## src/rtl/ram_access_sequencer_if.sv

```systemverilog
// Signal bundle between the RAM access sequencer and its surroundings:
// operator controls, the board RAM pins and the 7-seg display stage.
interface ram_access_sequencer_if #(
  parameter int ADDR_W = 5,
  parameter int DATA_W = 4
);
  logic              wr_req;
  logic [ADDR_W-1:0] wr_addr;
  logic [DATA_W-1:0] wr_data;
  logic              clear_req;
  logic              scan_en;
  logic [ADDR_W-1:0] ram_address;
  logic [DATA_W-1:0] ram_data;
  logic              ram_wren;
  logic [DATA_W-1:0] ram_q;
  logic [ADDR_W-1:0] disp_addr;
  logic [DATA_W-1:0] disp_data;
  logic              disp_valid;
  logic              busy;

  modport master (
    output wr_req, wr_addr, wr_data, clear_req, scan_en, ram_q,
    input  ram_address, ram_data, ram_wren, disp_addr, disp_data, disp_valid, busy
  );

  modport slave (
    input  wr_req, wr_addr, wr_data, clear_req, scan_en, ram_q,
    output ram_address, ram_data, ram_wren, disp_addr, disp_data, disp_valid, busy
  );
endinterface

```

## src/rtl/ram_access_sequencer.sv

```systemverilog
// Arbitrates manual writes, a full clear sweep and a periodic auto-scan read
// of the board RAM; the last scanned address/data pair feeds the display.
module ram_access_sequencer #(
  parameter int ADDR_W   = 5,
  parameter int DATA_W   = 4,
  parameter int TICK_DIV = 50_000_000
) (
  input logic                    clock,
  input logic                    reset,
  ram_access_sequencer_if.slave  bus
);

  localparam int                TICK_W    = $clog2(TICK_DIV);
  localparam logic [ADDR_W-1:0] LAST_ADDR = '1;
  localparam logic [TICK_W-1:0] TICK_LAST = TICK_W'(TICK_DIV - 1);

  typedef enum logic [2:0] {
    IDLE,
    WRITE,
    CLEAR,
    SCAN_RD,
    SCAN_LATCH
  } state_t;

  state_t state, next_state;

  logic [TICK_W-1:0] tick_cnt;
  logic              tick_pend;
  logic              tick_hit;
  logic              take_scan;
  logic [ADDR_W-1:0] scan_ptr, scan_ptr_nxt;
  logic [ADDR_W-1:0] clr_ptr, clr_ptr_nxt;

  logic [ADDR_W-1:0] ram_address_q, ram_address_nxt;
  logic [DATA_W-1:0] ram_data_q, ram_data_nxt;
  logic              ram_wren_q, ram_wren_nxt;
  logic              busy_q, busy_nxt;
  logic [ADDR_W-1:0] disp_addr_q, disp_addr_nxt;
  logic [DATA_W-1:0] disp_data_q, disp_data_nxt;
  logic              disp_valid_q, disp_valid_nxt;

  always_ff @(posedge clock) begin
    if (reset) begin
      state <= IDLE;
    end else begin
      state <= next_state;
    end
  end

  always_comb begin
    next_state = state;
    case (state)
      IDLE: begin
        if (bus.clear_req) begin
          next_state = CLEAR;
        end else if (bus.wr_req) begin
          next_state = WRITE;
        end else if (tick_pend) begin
          next_state = SCAN_RD;
        end
      end
      WRITE:      next_state = IDLE;
      CLEAR:      next_state = (clr_ptr == LAST_ADDR) ? IDLE : CLEAR;
      SCAN_RD:    next_state = SCAN_LATCH;
      SCAN_LATCH: next_state = IDLE;
      default:    next_state = IDLE;
    endcase
  end

  assign take_scan = (state == IDLE) && (next_state == SCAN_RD);
  assign tick_hit  = bus.scan_en && (tick_cnt == TICK_LAST);

  // Pin values are computed for the state being entered, so the registered
  // outputs line up with the state they belong to.
  always_comb begin
    ram_address_nxt = ram_address_q;
    ram_data_nxt    = '0;
    ram_wren_nxt    = 1'b0;
    busy_nxt        = 1'b0;
    clr_ptr_nxt     = clr_ptr;
    scan_ptr_nxt    = scan_ptr;
    disp_addr_nxt   = disp_addr_q;
    disp_data_nxt   = disp_data_q;
    disp_valid_nxt  = 1'b0;

    case (next_state)
      WRITE: begin
        ram_address_nxt = bus.wr_addr;
        ram_data_nxt    = bus.wr_data;
        ram_wren_nxt    = 1'b1;
      end
      CLEAR: begin
        clr_ptr_nxt     = (state == CLEAR) ? clr_ptr + 1'b1 : '0;
        ram_address_nxt = clr_ptr_nxt;
        ram_wren_nxt    = 1'b1;
        busy_nxt        = 1'b1;
      end
      SCAN_RD, SCAN_LATCH: begin
        ram_address_nxt = scan_ptr;
      end
      default: begin
      end
    endcase

    // RAM q is valid during SCAN_LATCH, one clock after the scan address.
    if (state == SCAN_LATCH) begin
      disp_addr_nxt  = scan_ptr;
      disp_data_nxt  = bus.ram_q;
      disp_valid_nxt = 1'b1;
      scan_ptr_nxt   = scan_ptr + 1'b1;
    end
  end

  always_ff @(posedge clock) begin
    if (reset) begin
      tick_cnt      <= '0;
      tick_pend     <= 1'b0;
      scan_ptr      <= '0;
      clr_ptr       <= '0;
      ram_address_q <= '0;
      ram_data_q    <= '0;
      ram_wren_q    <= 1'b0;
      busy_q        <= 1'b0;
      disp_addr_q   <= '0;
      disp_data_q   <= '0;
      disp_valid_q  <= 1'b0;
    end else begin
      if (!bus.scan_en) begin
        tick_cnt  <= '0;
        tick_pend <= 1'b0;
      end else begin
        tick_cnt <= (tick_cnt == TICK_LAST) ? '0 : tick_cnt + 1'b1;
        // A fresh terminal count wins over consumption so no tick is lost.
        if (tick_hit) begin
          tick_pend <= 1'b1;
        end else if (take_scan) begin
          tick_pend <= 1'b0;
        end
      end
      scan_ptr      <= scan_ptr_nxt;
      clr_ptr       <= clr_ptr_nxt;
      ram_address_q <= ram_address_nxt;
      ram_data_q    <= ram_data_nxt;
      ram_wren_q    <= ram_wren_nxt;
      busy_q        <= busy_nxt;
      disp_addr_q   <= disp_addr_nxt;
      disp_data_q   <= disp_data_nxt;
      disp_valid_q  <= disp_valid_nxt;
    end
  end

  assign bus.ram_address = ram_address_q;
  assign bus.ram_data    = ram_data_q;
  assign bus.ram_wren    = ram_wren_q;
  assign bus.busy        = busy_q;
  assign bus.disp_addr   = disp_addr_q;
  assign bus.disp_data   = disp_data_q;
  assign bus.disp_valid  = disp_valid_q;

endmodule

```

## src/flat_wrapper.sv

```systemverilog
// flat-port wrapper written by rule: the top's interface ports become plain ports
module ram_access_sequencer_flat 
#(
  parameter int ADDR_W   = 5,
  parameter int DATA_W   = 4,
  parameter int TICK_DIV = 50_000_000
)
  (clock, reset, bus_wr_req, bus_wr_addr, bus_wr_data, bus_clear_req, bus_scan_en, bus_ram_q, bus_ram_address, bus_ram_data, bus_ram_wren, bus_disp_addr, bus_disp_data, bus_disp_valid, bus_busy);
  ram_access_sequencer_if #(.ADDR_W(ADDR_W), .DATA_W(DATA_W)) bus_i ();
  input logic clock;
  input logic reset;
  input wire logic [$bits(bus_i.wr_req)-1:0] bus_wr_req;
  input wire logic [$bits(bus_i.wr_addr)-1:0] bus_wr_addr;
  input wire logic [$bits(bus_i.wr_data)-1:0] bus_wr_data;
  input wire logic [$bits(bus_i.clear_req)-1:0] bus_clear_req;
  input wire logic [$bits(bus_i.scan_en)-1:0] bus_scan_en;
  input wire logic [$bits(bus_i.ram_q)-1:0] bus_ram_q;
  output wire logic [$bits(bus_i.ram_address)-1:0] bus_ram_address;
  output wire logic [$bits(bus_i.ram_data)-1:0] bus_ram_data;
  output wire logic [$bits(bus_i.ram_wren)-1:0] bus_ram_wren;
  output wire logic [$bits(bus_i.disp_addr)-1:0] bus_disp_addr;
  output wire logic [$bits(bus_i.disp_data)-1:0] bus_disp_data;
  output wire logic [$bits(bus_i.disp_valid)-1:0] bus_disp_valid;
  output wire logic [$bits(bus_i.busy)-1:0] bus_busy;
  assign bus_i.wr_req = bus_wr_req;
  assign bus_i.wr_addr = bus_wr_addr;
  assign bus_i.wr_data = bus_wr_data;
  assign bus_i.clear_req = bus_clear_req;
  assign bus_i.scan_en = bus_scan_en;
  assign bus_i.ram_q = bus_ram_q;
  assign bus_ram_address = bus_i.ram_address;
  assign bus_ram_data = bus_i.ram_data;
  assign bus_ram_wren = bus_i.ram_wren;
  assign bus_disp_addr = bus_i.disp_addr;
  assign bus_disp_data = bus_i.disp_data;
  assign bus_disp_valid = bus_i.disp_valid;
  assign bus_busy = bus_i.busy;
  ram_access_sequencer #(.ADDR_W(ADDR_W), .DATA_W(DATA_W), .TICK_DIV(TICK_DIV)) u_core (.clock(clock), .reset(reset), .bus(bus_i));
endmodule
```

## config.mk

```make
export PLATFORM = sky130hd
export DESIGN_NAME = ram_access_sequencer_flat
export DESIGN_NICKNAME = d
export VERILOG_FILES = /design/src/rtl/ram_access_sequencer_if.sv /design/src/rtl/ram_access_sequencer.sv /design/src/flat_wrapper.sv
export SDC_FILE = /design/constraint.sdc
export NUM_CORES = 1
export LEC_CHECK = 0
export ABC_AREA = 0
export CORE_MARGIN = 10
export CORE_UTILIZATION = 51
export CTS_BUF_LIST = sky130_fd_sc_hd__clkbuf_4
export DETAILED_ROUTE_END_ITERATION = 16
export DONT_BUFFER_PORTS = 1
export PLACE_DENSITY_LB_ADDON = 0.05
export SLEW_MARGIN = 20
export SYNTH_ARGS = -nofsm -noshare
export SYNTH_HDL_FRONTEND = slang
export SYNTH_SLANG_ARGS = --single-unit
```

## constraint.sdc

```tcl
create_clock -name clock -period 3.7 [get_ports clock]
set_clock_uncertainty 0.2 [all_clocks]
set_input_delay 0 -clock clock [delete_from_list [all_inputs] [get_ports clock]]
set_output_delay 0 -clock clock [all_outputs]
set_load 0.05 [all_outputs]
```

==> reports/metrics.csv <==
stage,metric,value,unit
status,status,finished clean,
routing,post_drt_via_cell_ratio,5.59,
clock_network,cts_tree,yes,
floorplan,start_util,52.1,%
critical_path,path_cells,"ha_1, and3_1, ha_1, inv_1, o211ai_1, o211ai_1, dlygate4sd3_1, a221oi_2, dlygate4sd3_1",
floorplan,dieArea,8980,µm²
sta,fin_setup_tns,0,ns
clock_network,cts-resized-gates,0,
routing,vias,2286,
floorplan,pin_count,39,
place,place_hpwl,4280,µm
synth,synthArstFlopShare,0,%
synth,synth_edf_count,0,
layout,antenna_cells,0,
sta,slew_headroom,63.8,%
routing,drt_first_pass_iters,4,
routing,finalWirelength,6240,µm
grt,grt_first_pass_wirelength,10500,µm
sta,finalCritPeriodShare,88.5,%
power,p_sw_share,26.8,%
synth,synth_area,2850,µm²
critical_path,rr_worst_depth,9,
synth,syn-num-nets,338,
grt,grt.total_usage,14.7,%
layout,area_growth,13.2,%
synth,ys_ff_latch,61,
critical_path,crit_path_max_incr_delay,0.61,ns
floorplan,dieWidth,94.8,µm
sta,hold_viol_final,0,
critical_path,cp_max_fo,6,
job,maxCapViolations,0,
power,power_frac_seq,52.4,%
worst_hold_path,hold_path_class,input port to register,
grt,antenna_found_initial,0,
routing,postRouteAntennaNets,0,
power,powerDensity,423,nW/µm²
critical_path,crit_slowest_cell,dlygate4sd3_1,
critical_path,startpoint_type,register,
place,routabilityCongestion,0.762,
clock_network,hold_buffers,21,
grt,grt_max_degree,37,
sta,slew_viol_final,0,
routing,drc,0,
synth,synth_cell_type_count,53,
clock_network,cts_buffers,9,
clock_network,post_cts_buffers,0,
layout,mostFrequentLayoutCells,"61 x dfxtp_1, 34 x nand2_1, 24 x nor2_1, 24 x a21oi_1, 20 x dlygate4sd3_1",
synth,syn_area_per_cell,9.02,µm²
clock_network,clk_latency,0.41,ns
layout,n_fill_cell,506,
synth,synth-seq-area-share,42.8,%
layout,drive_gt1_share,11.3,%
critical_path,startpoint,u_core.clr_ptr[0],
critical_path,r2r_slack,0.43,ns
clock_network,clkTransAtPathRegs,0.12,ns
power,combinationalPowerShare,8.0,%
critical_path,critical_path_buf_inv_count,3,
grt,overflow,0,
power,peakVddDrop,0.287,mV
critical_path,worstPathArrival,3.43,ns
critical_path,crit_cells,9,
floorplan,rows,27,
grt,grt_pass1_vias,2169,
clock_network,clk_path_buf_depth,2,
power,power.switching,0.000366,W
floorplan,die_y,94.8,µm
critical_path,crit_path_end,u_core.bus.ram_address[2],
power,power_frac_clock,39.6,%
sta,rsz0062_at_grt,no,
synth,yosysWarnings,0,
critical_path,r2r-end,u_core.bus.ram_address[2],
routing,routedWlPerCell,15.2,µm
sta,whs,0.0530,ns
synth,synth-main-ff-cell,dfxtp_1,
power,power_leakage,1.10,nW
clock_network,clock_sinks,61,
sta,timing.final.crit_period,3.27,ns
routing,drt_iter0_drc,47,
power,p_int,0.00100,W
sta,worst_slew_pin_slew,0.540,ns
clock_network,htree_levels,3,
critical_path,worstSetupEndpointType,register,
clock_network,cts_root_buf,clkbuf_4,
sta,fmax,305,MHz
floorplan,core-area,5470,µm²
place,portBuffers,0,
layout,final_common_cell,dfxtp_1,
critical_path,critPathKind,register to register,
synth,synthCells,316,
critical_path,cp.required,3.86,ns
critical_path,r2r_start,u_core.clr_ptr[0],
sta,setup_violations,0,
layout,nets,354,
critical_path,critical_path.top_delay_family,buffers and inverters,
## power groups by stage
stage / combinational, W / sequential, W / clock, W
finish: 0.000109 / 0.000716 / 0.000542
CTS: 0.000108 / 0.000717 / 0.000556
floorplan: 0.0000780 / 0.000725 / 0
global route: 0.000120 / 0.000719 / 0.000581
detailed placement: 0.0000770 / 0.000732 / 0
global placement: 0.0000763 / 0.000731 / 0
## area by class of cell
| class | count | area (µm²) | area share [%] |
|---|---|---|---|
| Clock buffer | 9 | 67.6 | 2.09 |
| Inverter | 9 | 33.8 | 1.05 |
| Multi-Input combinational cell | 228 | 1480 | 45.9 |
| Timing Repair Buffer | 23 | 235 | 7.29 |
| Clock inverter | 7 | 98.8 | 3.06 |
| Tap cell | 72 | 90.1 | 2.79 |
| Sequential cell | 61 | 1220 | 37.8 |
## through the flow
step	setup slack, ns	instance area [µm²]	util (%)	power [W]	instances
after global placement	1.39	2840	51.9	0.000807	372
after global routing	0.223	3230	59.0	0.00142	409
final	0.426	3230	59.0	0.00137	409
after CTS	0.487	3230	59.0	0.00138	409
after floorplan	1.45	2850	-	0.000803	316
after detailed placement	1.38	2840	51.9	0.000809	372
## layer usage
layer | share of wire (%) | up-vias | global-route usage [%]
li1 | - | 1171 | -
met1 | 44 | 1056 | 16.6
met2 | 49 | 49 | 24.9
met3 | 4.6 | 10 | 4.60
met4 | 1.7 | 0 | 6.36
met5 | 0 | - | 0
## cell usage after synthesis, types with 2 or more instances
cell / n / area [µm²]
buf_2: 5 / 25.0
nor2_1: 24 / 90.1
nor4b_2: 2 / 30.0
xor2_1: 12 / 105
inv_1: 9 / 33.8
nand4_1: 7 / 43.8
or4b_4: 2 / 27.5
nor3b_1: 2 / 15.0
nor4b_1: 2 / 17.5
or3_1: 10 / 62.6
nor2b_1: 4 / 25.0
a21oi_1: 24 / 120
a221oi_1: 3 / 26.3
and4_1: 4 / 35.0
ha_1: 4 / 50.1
nand2b_1: 5 / 31.3
nand3b_1: 5 / 37.5
clkbuf_1: 5 / 18.8
nor3_1: 3 / 15.0
dfxtp_1: 61 / 1220
xnor2_1: 5 / 43.8
a32oi_1: 4 / 35.0
nand2_1: 34 / 128
buf_4: 4 / 30.0
nand3_1: 14 / 70.1
o21ai_0: 13 / 65.1
o31ai_1: 4 / 30.0
and2_1: 7 / 43.8
and3_1: 6 / 37.5
a31oi_1: 2 / 12.5
or4_1: 3 / 22.5
a221oi_2: 3 / 45.0
buf_6: 3 / 33.8
o211ai_1: 2 / 15.0
## worst min-delay path by stage
stage / start / end / slack [ns] / depth (start not counted)
final: bus_wr_data[1] / u_core.bus.ram_data[1] / 0.05 / 2
after global routing: bus_wr_data[1] / u_core.bus.ram_data[1] / 0.04 / 2
after CTS: bus_wr_data[0] / u_core.bus.ram_data[0] / 0.03 / 2
after detailed placement: reset / u_core.bus.ram_address[2] / -0.13 / 1
after global placement: reset / u_core.bus.ram_address[3] / -0.13 / 1
after floorplan: bus_wr_data[0] / u_core.bus.ram_data[0] / -0.08 / 1
## cell families (layout without fill, tap and decap cells)
logic type | count (synthesis) | in the layout | share of synthesized area [%]
buffers and inverters | 27 | 48 | 5.22
DFF | 61 | 61 | 42.8
and+or+nand+nor | 141 | 141 | 28.7
xor gates and xnor gates | 17 | 17 | 5.22
adders and majority gates | 4 | 4 | 1.76
muxes | 1 | 1 | 0.351
AOI/OAI and AO/OA | 65 | 65 | 15.9
## sequential cells by signal, indices dropped and copies added, names as in the netlist
register and count:
u_core.bus.busy 1, u_core.bus.disp_addr 5, u_core.bus.disp_data 4, u_core.bus.disp_valid 1
u_core.bus.ram_address 5, u_core.bus.ram_data 4, u_core.bus.ram_wren 1, u_core.clr_ptr 5
u_core.scan_ptr 5, u_core.state 3, u_core.tick_cnt 26, u_core.tick_pend 1
(Power assumes the default switching activity.)
